### config.mk
export PLATFORM = sky130hd
export DESIGN_NAME = cpu_ctrl_seq
export DESIGN_NICKNAME = d
export VERILOG_FILES = /design/src/rtl/cpu_ctrl_seq.sv
export SDC_FILE = /design/constraint.sdc
export NUM_CORES = 1
export LEC_CHECK = 0
export BUFFER_PORTS_ARGS = -buffer_cell sky130_fd_sc_hd__buf_2
export CORE_ASPECT_RATIO = 1.4
export CORE_UTILIZATION = 41
export DETAILED_ROUTE_END_ITERATION = 7
export MAX_ROUTING_LAYER = met4
export PLACE_DENSITY = 0.71
export SLEW_MARGIN = 20
export SYNTH_ARGS = -nofsm -noshare
export SYNTH_HDL_FRONTEND = slang
export SYNTH_SLANG_ARGS = --single-unit
### constraint.sdc
create_clock -name clk -period 2.7 [get_ports clk]
set_input_delay 0.27 -clock clk [delete_from_list [all_inputs] [get_ports clk]]
set_output_delay 0.27 -clock clk [all_outputs]
set_load 0.1 [all_outputs]
### src/rtl/cpu_ctrl_seq.sv
// ============================================================================
// Module   : cpu_ctrl_seq
// Purpose  : Fetch/decode/execute sequencer for the 16-bit CPU. Sole owner of
//            the program counter controls; captures the instruction, strobes
//            the ALU and register file, and runs a req/ack data-memory
//            handshake.
// Revision : 1.0 - initial release
// ----------------------------------------------------------------------------
// Parameters
//   FETCH_LAT   cycles held in FETCH before instr is valid (1..7)
//   TRAP_VEC    PC target for an illegal opcode (trap build only)
// Build option
//   CTRL_ILLEGAL_TRAP_EN  defined  : illegal opcodes trap to TRAP_VEC and set
//                                    the sticky illegal_o flag
//                         undefined: illegal opcodes act as NOP, illegal_o=0
// Ports
//   clk, rst        clock, asynchronous active-high reset
//   instr_i         instruction word from InsROM (sampled on ir_load_o)
//   zero_flag_i     ALU zero flag, used by JZ in EXEC
//   mem_ack_i       data-memory acknowledge pulse
//   pc_load_o/pc_inc_o/pc_target_o  PC control: 00 clear, 10 load, 01 inc,
//                                   11 hold
//   ir_load_o       instruction-register capture strobe
//   alu_en_o/alu_op_o/reg_we_o      ALU and register-file strobes
//   mem_req_o/mem_we_o/mem_addr_o   data-memory request
//   halted_o, illegal_o, state_o    status / debug
// ============================================================================
`default_nettype none

module cpu_ctrl_seq #(
  parameter int unsigned FETCH_LAT = 2,
  parameter logic [15:0] TRAP_VEC  = 16'h0FF0
) (
  input  logic        clk,
  input  logic        rst,
  input  logic [15:0] instr_i,
  input  logic        zero_flag_i,
  input  logic        mem_ack_i,
  output logic        pc_load_o,
  output logic        pc_inc_o,
  output logic [15:0] pc_target_o,
  output logic        ir_load_o,
  output logic        alu_en_o,
  output logic [1:0]  alu_op_o,
  output logic        reg_we_o,
  output logic        mem_req_o,
  output logic        mem_we_o,
  output logic [11:0] mem_addr_o,
  output logic        halted_o,
  output logic        illegal_o,
  output logic [2:0]  state_o
);

  typedef enum logic [2:0] {
    S_RST    = 3'd0,
    S_FETCH  = 3'd1,
    S_DECODE = 3'd2,
    S_EXEC   = 3'd3,
    S_MEM    = 3'd4,
    S_HALT   = 3'd5
  } state_t;

  localparam logic [3:0] C_OP_NOP   = 4'd0;
  localparam logic [3:0] C_OP_LOAD  = 4'd1;
  localparam logic [3:0] C_OP_STORE = 4'd2;
  localparam logic [3:0] C_OP_ADD   = 4'd3;
  localparam logic [3:0] C_OP_SUB   = 4'd4;
  localparam logic [3:0] C_OP_JMP   = 4'd5;
  localparam logic [3:0] C_OP_JZ    = 4'd6;
  localparam logic [3:0] C_OP_HALT  = 4'd7;

  localparam logic [2:0] C_FETCH_LAST = 3'(FETCH_LAT - 1);

  state_t      state_q, state_d;
  logic [2:0]  cnt_q, cnt_d;
  logic [3:0]  opcode_q;
  logic [11:0] operand_q;
  logic        w_illegal_op;

  // Opcodes 8..15 are the illegal half of the opcode space.
  assign w_illegal_op = opcode_q[3];

  // --------------------------------------------------------------------------
  // State, fetch-wait counter and latched instruction
  // --------------------------------------------------------------------------
  always_ff @(posedge clk or posedge rst) begin
    if (rst) begin
      state_q   <= S_RST;
      cnt_q     <= 3'd0;
      opcode_q  <= 4'd0;
      operand_q <= 12'd0;
    end else begin
      state_q <= state_d;
      cnt_q   <= cnt_d;
      if (ir_load_o) begin
        opcode_q  <= instr_i[15:12];
        operand_q <= instr_i[11:0];
      end
    end
  end

  // --------------------------------------------------------------------------
  // Next state
  // --------------------------------------------------------------------------
  always_comb begin
    state_d = state_q;
    cnt_d   = 3'd0;
    case (state_q)
      S_RST:    state_d = S_FETCH;
      S_FETCH: begin
        if (cnt_q == C_FETCH_LAST) begin
          state_d = S_DECODE;
        end else begin
          cnt_d = cnt_q + 3'd1;
        end
      end
      S_DECODE: state_d = S_EXEC;
      S_EXEC: begin
        case (opcode_q)
          C_OP_LOAD, C_OP_STORE: state_d = S_MEM;
          C_OP_HALT:             state_d = S_HALT;
          default:               state_d = S_FETCH;
        endcase
      end
      S_MEM:    if (mem_ack_i) state_d = S_FETCH;
      S_HALT:   state_d = S_HALT;
      default:  state_d = S_RST;
    endcase
  end

  // --------------------------------------------------------------------------
  // Outputs: combinational from registered state and latched instruction.
  // pc_target_o is only meaningful on a load; it is parked at the trap vector
  // otherwise so the idle value is a harmless constant.
  // --------------------------------------------------------------------------
  always_comb begin
    pc_load_o   = 1'b1;
    pc_inc_o    = 1'b1;
    pc_target_o = TRAP_VEC;
    ir_load_o   = 1'b0;
    alu_en_o    = 1'b0;
    alu_op_o    = 2'b00;
    reg_we_o    = 1'b0;
    mem_req_o   = 1'b0;
    mem_we_o    = 1'b0;
    mem_addr_o  = 12'd0;
    halted_o    = 1'b0;
    case (state_q)
      S_RST: begin
        pc_load_o = 1'b0;
        pc_inc_o  = 1'b0;
      end
      S_FETCH: ir_load_o = (cnt_q == C_FETCH_LAST);
      S_EXEC: begin
        case (opcode_q)
          C_OP_NOP: pc_load_o = 1'b0;
          C_OP_ADD, C_OP_SUB: begin
            alu_en_o  = 1'b1;
            alu_op_o  = (opcode_q == C_OP_SUB) ? 2'b01 : 2'b00;
            reg_we_o  = 1'b1;
            pc_load_o = 1'b0;
          end
          C_OP_JMP: begin
            pc_inc_o    = 1'b0;
            pc_target_o = {4'h0, operand_q};
          end
          C_OP_JZ: begin
            if (zero_flag_i) begin
              pc_inc_o    = 1'b0;
              pc_target_o = {4'h0, operand_q};
            end else begin
              pc_load_o = 1'b0;
            end
          end
          C_OP_LOAD, C_OP_STORE, C_OP_HALT: ;
          default: begin
`ifdef CTRL_ILLEGAL_TRAP_EN
            pc_inc_o    = 1'b0;
            pc_target_o = TRAP_VEC;
`else
            pc_load_o = 1'b0;
`endif
          end
        endcase
      end
      S_MEM: begin
        mem_req_o  = 1'b1;
        mem_addr_o = operand_q;
        mem_we_o   = (opcode_q == C_OP_STORE);
        if (mem_ack_i) begin
          reg_we_o  = (opcode_q == C_OP_LOAD);
          pc_load_o = 1'b0;
        end
      end
      S_HALT:  halted_o = 1'b1;
      default: ;
    endcase
  end

  // --------------------------------------------------------------------------
  // Sticky illegal-opcode flag
  // --------------------------------------------------------------------------
`ifdef CTRL_ILLEGAL_TRAP_EN
  logic illegal_q;

  always_ff @(posedge clk or posedge rst) begin
    if (rst) begin
      illegal_q <= 1'b0;
    end else if (state_q == S_EXEC && w_illegal_op) begin
      illegal_q <= 1'b1;
    end
  end

  assign illegal_o = illegal_q;
`else
  // Decoded but only consumed by the trap build.
  logic w_unused;
  assign w_unused  = w_illegal_op;
  assign illegal_o = 1'b0;
`endif

  assign state_o = state_q;

endmodule

`default_nettype wire

==> impl_metrics.yaml, run 1 <==
logic_synthesis:
  synth.yosys.seq_area_share: 0.400
  avgSynthCellArea_sq_um: 10.3
  synthesis.area_sq_um: 1380
  yosysMostFrequentCell: "dfrtp_1"
  synth_seq_cells: 22
  synth_top_cell_by_area: "dfrtp_1"
  ys.flop_type: "dfrtp_1"
  synthTopCellsByCount: "dfrtp_1 (22), and2_1 (13), nor2_1 (10), mux2_4 (9), or2_2 (9)"
  synth-edff-count: 0
  yosysWarnings: 0
  async_reset_ff_frac: 1.00
  synth.distinct_cells: 35
  syn-instance-count: 134
  synth_area_leaders: "dfrtp_1 (40%), mux2_4 (9.8%), and2_1 (5.9%)"
  synth_top_area_frac: 0.400
cts:
  cts.sinks: 22
  post_cts_buffers: 0
  clock_latency_ps: 260
  ctsHoldBuffers: 0
  tritoncts: "yes"
  cts_root_buf: "clkbuf_8"
  htree_levels: 1
  cts_buffer_depth: 2
  ctsResizeCount: 0
  clk_transition_reported_paths_ps: 80
  numCtsBuffers: 3
placement:
  pre_cts_slack_ps: 777
  gp_routability_congestion: 0.801
  dpl-instance-area_sq_um: 2060
  dp_hpwl_microns: 2500
  placedCellCount: 221
  io_buffers: 55
die:
  fp-row-count: 24
  io_pins: 62
  die_h_microns: 70.5
  core_area_sq_um: 3150
  fp.dieW_microns: 50.9
  die-area_sq_um: 3590
  start_util: 0.436
sta:
  max_freq_ghz: 0.452
  period_share: 0.820
  setup_viol_count_final: 0
  timing.final.hold_violations: 0
  slew_violations: 0
  slew_headroom: 0.444
  rsz0062_at_grt: "false"
  min_period_ps: 2210
  tightest_slew_ps: 832
  layout_setup_ws_ps: 486
  fin_skew_ps: 3.37
pwr:
  ir_drop_v: 0.000333
  p_leak_nw: 0.996
  finalPower_uw: 677
  power_density_nw_per_um2: 320
job:
  max_cap_viol_count: 0
grt:
  grt_pass1_vias: 1163
  grt_overflow_total: 0
  grt_pass1_wl_microns: 5080
  grt_max_degree: 23
  antenna_found_initial: 0
  grt_usage: 0.192
drt:
  drc: 0
  num_vias: 1117
  ant_nets: 0
  routed_wirelength_microns: 3120
  vias_per_cell: 4.96
  wire_per_inst_microns: 13.9
  drt_iter0_markers: 22
  dr.pass1.iters: 4
finish:
  layout.nets: 207
  layout.cells.non_filler: 225
  utilization: 0.672
  final_area_sq_um: 2120
  drive_gt1_frac: 0.575
  syn2layout_area_growth_pct: 54.0
  diodes: 0
run_status:
  status: "finished clean"
worst_setup_path:
  path_class: "register to primary output"
  end_kind: "primary output"
  path_max_fanout: 13
  worst_ep_arrival_time_ps: 1940
  cp_top_family: "buffers and inverters"
  cp-start-kind: "register"
  slowest_delay_ps: 560
  cp_data_required_time_ps: 2430
  crit_chain: "and4bb_2 -> o211ai_1 -> buf_4 -> nor2_4 -> buf_2"
  crit_buf_inv: 2
  slowest_stage: "dfrtp_1"
min_path:
  hp-class: "input pin to async pin"
-- path summary, 6_finish.rpt --
check	startpoint	to	slack (ps)	cells past startpoint
worst max register to register	cnt_q[1]$_DFF_PP0_	operand_q[4]$_DFFE_PP0P_	1170	3
worst min register to register	cnt_q[0]$_DFF_PP0_	cnt_q[0]$_DFF_PP0_	520	1
worst min-delay path	rst	operand_q[2]$_DFFE_PP0P_	160	2
max in group asynchronous	rst	state_o[2]$_DFFE_PP0P_	1970	2
min in group clk	instr_i[2]	operand_q[2]$_DFFE_PP0P_	230	2
worst max-delay path	state_o[0]$_DFFE_PP0P_	pc_target_o[1]	490	5
-- power by group --
part	leakage, nW	switching, mW	internal, mW	total, mW
combinational	0.708	0.0573	0.0284	0.0857
sequential	0.260	0.0133	0.341	0.355
clock	0.0288	0.107	0.130	0.237
-- flip-flops by register name (all words and copies together), names as in the netlist --
register and flops:
opcode_q 4, cnt_q 3, operand_q 12, state_o 3
-- cell usage in the layout, fill, tap and decap left out, drive strengths merged, types with 2 or more instances in the layout --
master  synthesis  final
buf            14     58
dfrtp          22     22
mux2           16     16
and2           13     13
nor2           11     11
or2             9      9
inv             6      6
conb            1      6
a21oi           5      5
nor2b           4      4
and3b           4      4
clkbuf          1      4
nor3b           4      4
nand2b          3      3
nand2           3      3
nand3           3      3
xor2            2      2
o21ai           2      2
-- through the flow --
step	setup TNS, ps	hold WS (ps)
2_1_floorplan	-74.6	259
3_3_place_gp	0	465
3_5_place_dp	0	476
4_1_cts	0	191
5_1_grt	0	219
6_report	0	158
-- final cells by class --
type                       instances  area, sq um
tap                               39         48.8
fill                             261         1030
timing repair buffer              58          658
inverter                           6         22.5
sequential                        22          552
multi-input combinational         96          782
clock buffer                       4         55.1
-- kinds of logic after synthesis --
| kind of cell | after synthesis | synth area share |
|---|---|---|
| AO/OA/AOI/OAI | 13 | 0.0601 |
| multiplexers | 16 | 0.156 |
| XOR/XNOR | 3 | 0.0191 |
| buffers and inverters | 21 | 0.0883 |
| other | 1 | 0.00273 |
| flip-flops | 22 | 0.400 |
| AND/OR/NAND/NOR | 58 | 0.274 |
-- routing by layer --
layer / routed length [microns] / global-route usage
met1: 1170 / 0.198
met2: 1780 / 0.354
met3: 121 / 0.0240
met4: 46 / 0.0772
met5: 0 / -
No activity file was read; power rests on OpenSTA's default activity.
==> inputs of run 2 (changes only) <==
--- a/config.mk
+++ b/config.mk
@@ -5,12 +5,13 @@
 export SDC_FILE = /design/constraint.sdc
 export NUM_CORES = 1
 export LEC_CHECK = 0
+export ABC_AREA = 1
 export BUFFER_PORTS_ARGS = -buffer_cell sky130_fd_sc_hd__buf_2
 export CORE_ASPECT_RATIO = 1.4
 export CORE_UTILIZATION = 41
 export DETAILED_ROUTE_END_ITERATION = 7
 export MAX_ROUTING_LAYER = met4
-export PLACE_DENSITY = 0.71
+export PLACE_DENSITY = 0.75
 export SLEW_MARGIN = 20
 export SYNTH_ARGS = -nofsm -noshare
 export SYNTH_HDL_FRONTEND = slang
==> constraint.sdc (replaced) <==
create_clock -name clk -period 2.01 [get_ports clk]
set_input_delay 0.201 -clock clk [delete_from_list [all_inputs] [get_ports clk]]
set_output_delay 0.201 -clock clk [all_outputs]
set_load 0.1 [all_outputs]
==> run 2 against run 1 <==
Against the previous run:
- hold slack lost 23 ps
- clock power grew 75%
- synthesized cell count grew 28%
- register-to-register slack lost 740 ps
- sequential power grew 25%
- clock skew shrank 1.1 ps
- sequential share of layout area grew 0.66 points
- first-iteration DRC count grew 100%
- non-clock buffer count grew 2
- critical endpoint is now pc_target_o[8]
- power grew 38%
==> impl_metrics.yaml, run 2 <==
run_status:
  status: "finished clean"
drt:
  top_layer: "met4"
  wl_met1_microns: 1200
  vias_per_cell: 4.69
  drc: 0
  dr.pass1.iters: 4
  wl_met3_microns: 174
  drt_iter0_markers: 44
  ant_nets: 0
  routed_wirelength_microns: 3230
  wire_per_inst_microns: 12.1
  num_vias: 1253
  dr_wl_met2_microns: 1810
worst_setup_path:
  cp-start-kind: "register"
  crit_buf_inv: 2
  path_max_fanout: 10
  path_class: "register to primary output"
  cp_data_required_time_ps: 1810
  slowest_stage: "dfrtp_4"
  end_kind: "primary output"
  slowest_delay_ps: 520
  crit_chain: "nor2_2 -> nand3_2 -> inv_6 -> nand2_1 -> buf_4"
  cp_top_family: "simple AND/OR/NAND/NOR gates"
  worst_ep_arrival_time_ps: 1740
logic_synthesis:
  synth-edff-count: 0
  avgSynthCellArea_sq_um: 7.57
  yosysWarnings: 0
  async_reset_ff_frac: 1.00
  synth_area_leaders: "dfrtp_1 (43%), nand2_1 (13%), o21ai_2 (10%)"
  synth_top_area_frac: 0.425
  synth_seq_cells: 22
  synthesis.area_sq_um: 1290
  synth_top_cell_by_area: "dfrtp_1"
  synth.distinct_cells: 24
  ys.flop_type: "dfrtp_1"
  yosysMostFrequentCell: "nand2_1"
  synthTopCellsByCount: "nand2_1 (44), nor2_1 (27), inv_1 (24), dfrtp_1 (22), o21ai_2 (15)"
  syn-instance-count: 171
  synth.yosys.seq_area_share: 0.425
finish:
  largest_reg_flops: 12
  diodes: 0
  syn2layout_area_growth_pct: 62.4
  layout.cells.non_filler: 267
  layout.nets: 251
  drive_gt1_frac: 0.517
  top_regs: "operand_q x12, opcode_q x4"
  top_register: "operand_q"
  layout_commonest_cell: "nand2_1"
  num-fill-cells: 234
  final_cell_mix: "nand2_1 (41), buf_2 (26), inv_1 (22)"
cts:
  cts.sinks: 22
  numCtsBuffers: 3
  tritoncts: "yes"
  htree_levels: 1
  clk_transition_reported_paths_ps: 80
  cts_buffer_depth: 2
  clock_latency_ps: 270
  post_cts_buffers: 0
  cts_root_buf: "clkbuf_8"
die:
  die_h_microns: 68.5
  fp.dieW_microns: 49.5
  io_pins: 62
  core_area_sq_um: 2940
  start_util: 0.441
  fp-row-count: 23
  die-area_sq_um: 3390
min_path:
  hp-class: "input pin to register"
grt:
  grt_overflow_total: 0
  grt_max_degree: 20
  grt_pass1_wl_microns: 5520
  grt_usage: 0.222
  grt_pass1_vias: 1229
  antenna_found_initial: 0
pwr:
  power_density_nw_per_um2: 445
  seqPwrFrac: 0.472
  clock_power_share: 0.443
  p_leak_nw: 1.02
  p_int_uw: 724
  ir_drop_v: 0.000515
  p_sw_uw: 212
  p_sw_frac: 0.227
  pwr-share-comb: 0.085
sta:
  fin_skew_ps: 2.26
  slew_violations: 0
  timing.final.hold_violations: 0
  layout_setup_ws_ps: 66.8
  max_freq_ghz: 0.515
  min_period_ps: 1940
  setup_viol_count_final: 0
  rsz0062_at_grt: "true"
  period_share: 0.967
job:
  max_cap_viol_count: 0
placement:
  io_buffers: 55
  placedCellCount: 262
  pre_cts_slack_ps: 301
  gp_routability_congestion: 0.772
  dp_hpwl_microns: 2540
-- run 2: cell count changes after synthesis, moves of 7 or more --
cell,before,now
inv_1,6,24
nand2_1,3,44
mux2_2,7,0
o21ai_2,0,15
mux2_4,9,0
or2_2,9,0
and2_1,13,0
nor2_1,10,27
-- run 2: cells by family (layout without fill, tap and decap cells) --
| logic type | after synthesis | after routing | synth area share |
|---|---|---|---|
| AOI/OAI and AO/OA | 20 | 20 | 0.125 |
| xor gates and xnor gates | 1 | 1 | 0.00676 |
| buffers and inverters | 39 | 93 | 0.148 |
| DFF | 22 | 22 | 0.425 |
| other | 1 | 6 | 0.00290 |
| and+or+nand+nor | 88 | 88 | 0.293 |
-- run 2: layout make-up --
class                           count  area [sq um]  share of cell area
Multi-Input combinational cell    115           717               0.341
Timing Repair Buffer               60           588               0.280
Sequential cell                    22           562               0.267
Inverter                           29           119              0.0565
Tap cell                           37          46.3              0.0220
Clock buffer                        3          41.3              0.0196
Clock inverter                      1          30.0              0.0143
-- run 2: what timing repair did --
item,CTS,global route
endpoints found under the hold margin,10,0
pin swaps,0,0
hold buffers,1,0
gates resized for setup,1,23
setup endpoints to repair,1,14
-- run 2: power by group through the flow --
stage / registers (mW) / clock network [mW] / logic (mW)
floorplan: 0.451 / 0 / 0.0655
global placement: 0.451 / 0 / 0.0790
detailed placement: 0.451 / 0 / 0.0788
CTS: 0.442 / 0.421 / 0.0804
global route: 0.442 / 0.433 / 0.0852
finish: 0.442 / 0.414 / 0.0799
-- run 2: final timing paths --
| check | startpoint | end | slack, ps | depth (start not counted) |
|---|---|---|---|---|
| worst min-delay path | instr_i[9] | operand_q[9]$_DFFE_PP0P_ | 140 | 3 |
| min in group asynchronous | rst | cnt_q[0]$_DFF_PP0_ | 460 | 3 |
| worst max register to register | state_o[2]$_DFFE_PP0P_ | operand_q[6]$_DFFE_PP0P_ | 430 | 8 |
| worst min register to register | cnt_q[0]$_DFF_PP0_ | cnt_q[0]$_DFF_PP0_ | 480 | 1 |
| worst max-delay path | state_o[2]$_DFFE_PP0P_ | pc_target_o[8] | 70 | 5 |
| max in group asynchronous | rst | operand_q[6]$_DFFE_PP0P_ | 1040 | 4 |
-- run 2: worst min-delay path: stages --
cell and delay, ps:
buf_2 70, nand2_1 50, o21ai_2 40
-- run 2: metrics by stage --
stage	area, sq um	hold WS (ps)	TNS, ps	utilization	power, mW
final	2100	135	0	0.717	0.936
after global routing	2100	147	-27.0	0.717	0.960
after CTS	2070	134	0	0.705	0.943
after detailed placement	1980	216	0	0.676	0.530
after global placement	1980	208	0	0.676	0.530
after floorplan	1480	190	-533	-	0.517
-- run 2: layer usage --
metal | vias up | track usage
met4 | 0 | 0.0750
met3 | 5 | 0.0395
met5 | - | -
li1 | 627 | -
met1 | 572 | 0.232
met2 | 49 | 0.423
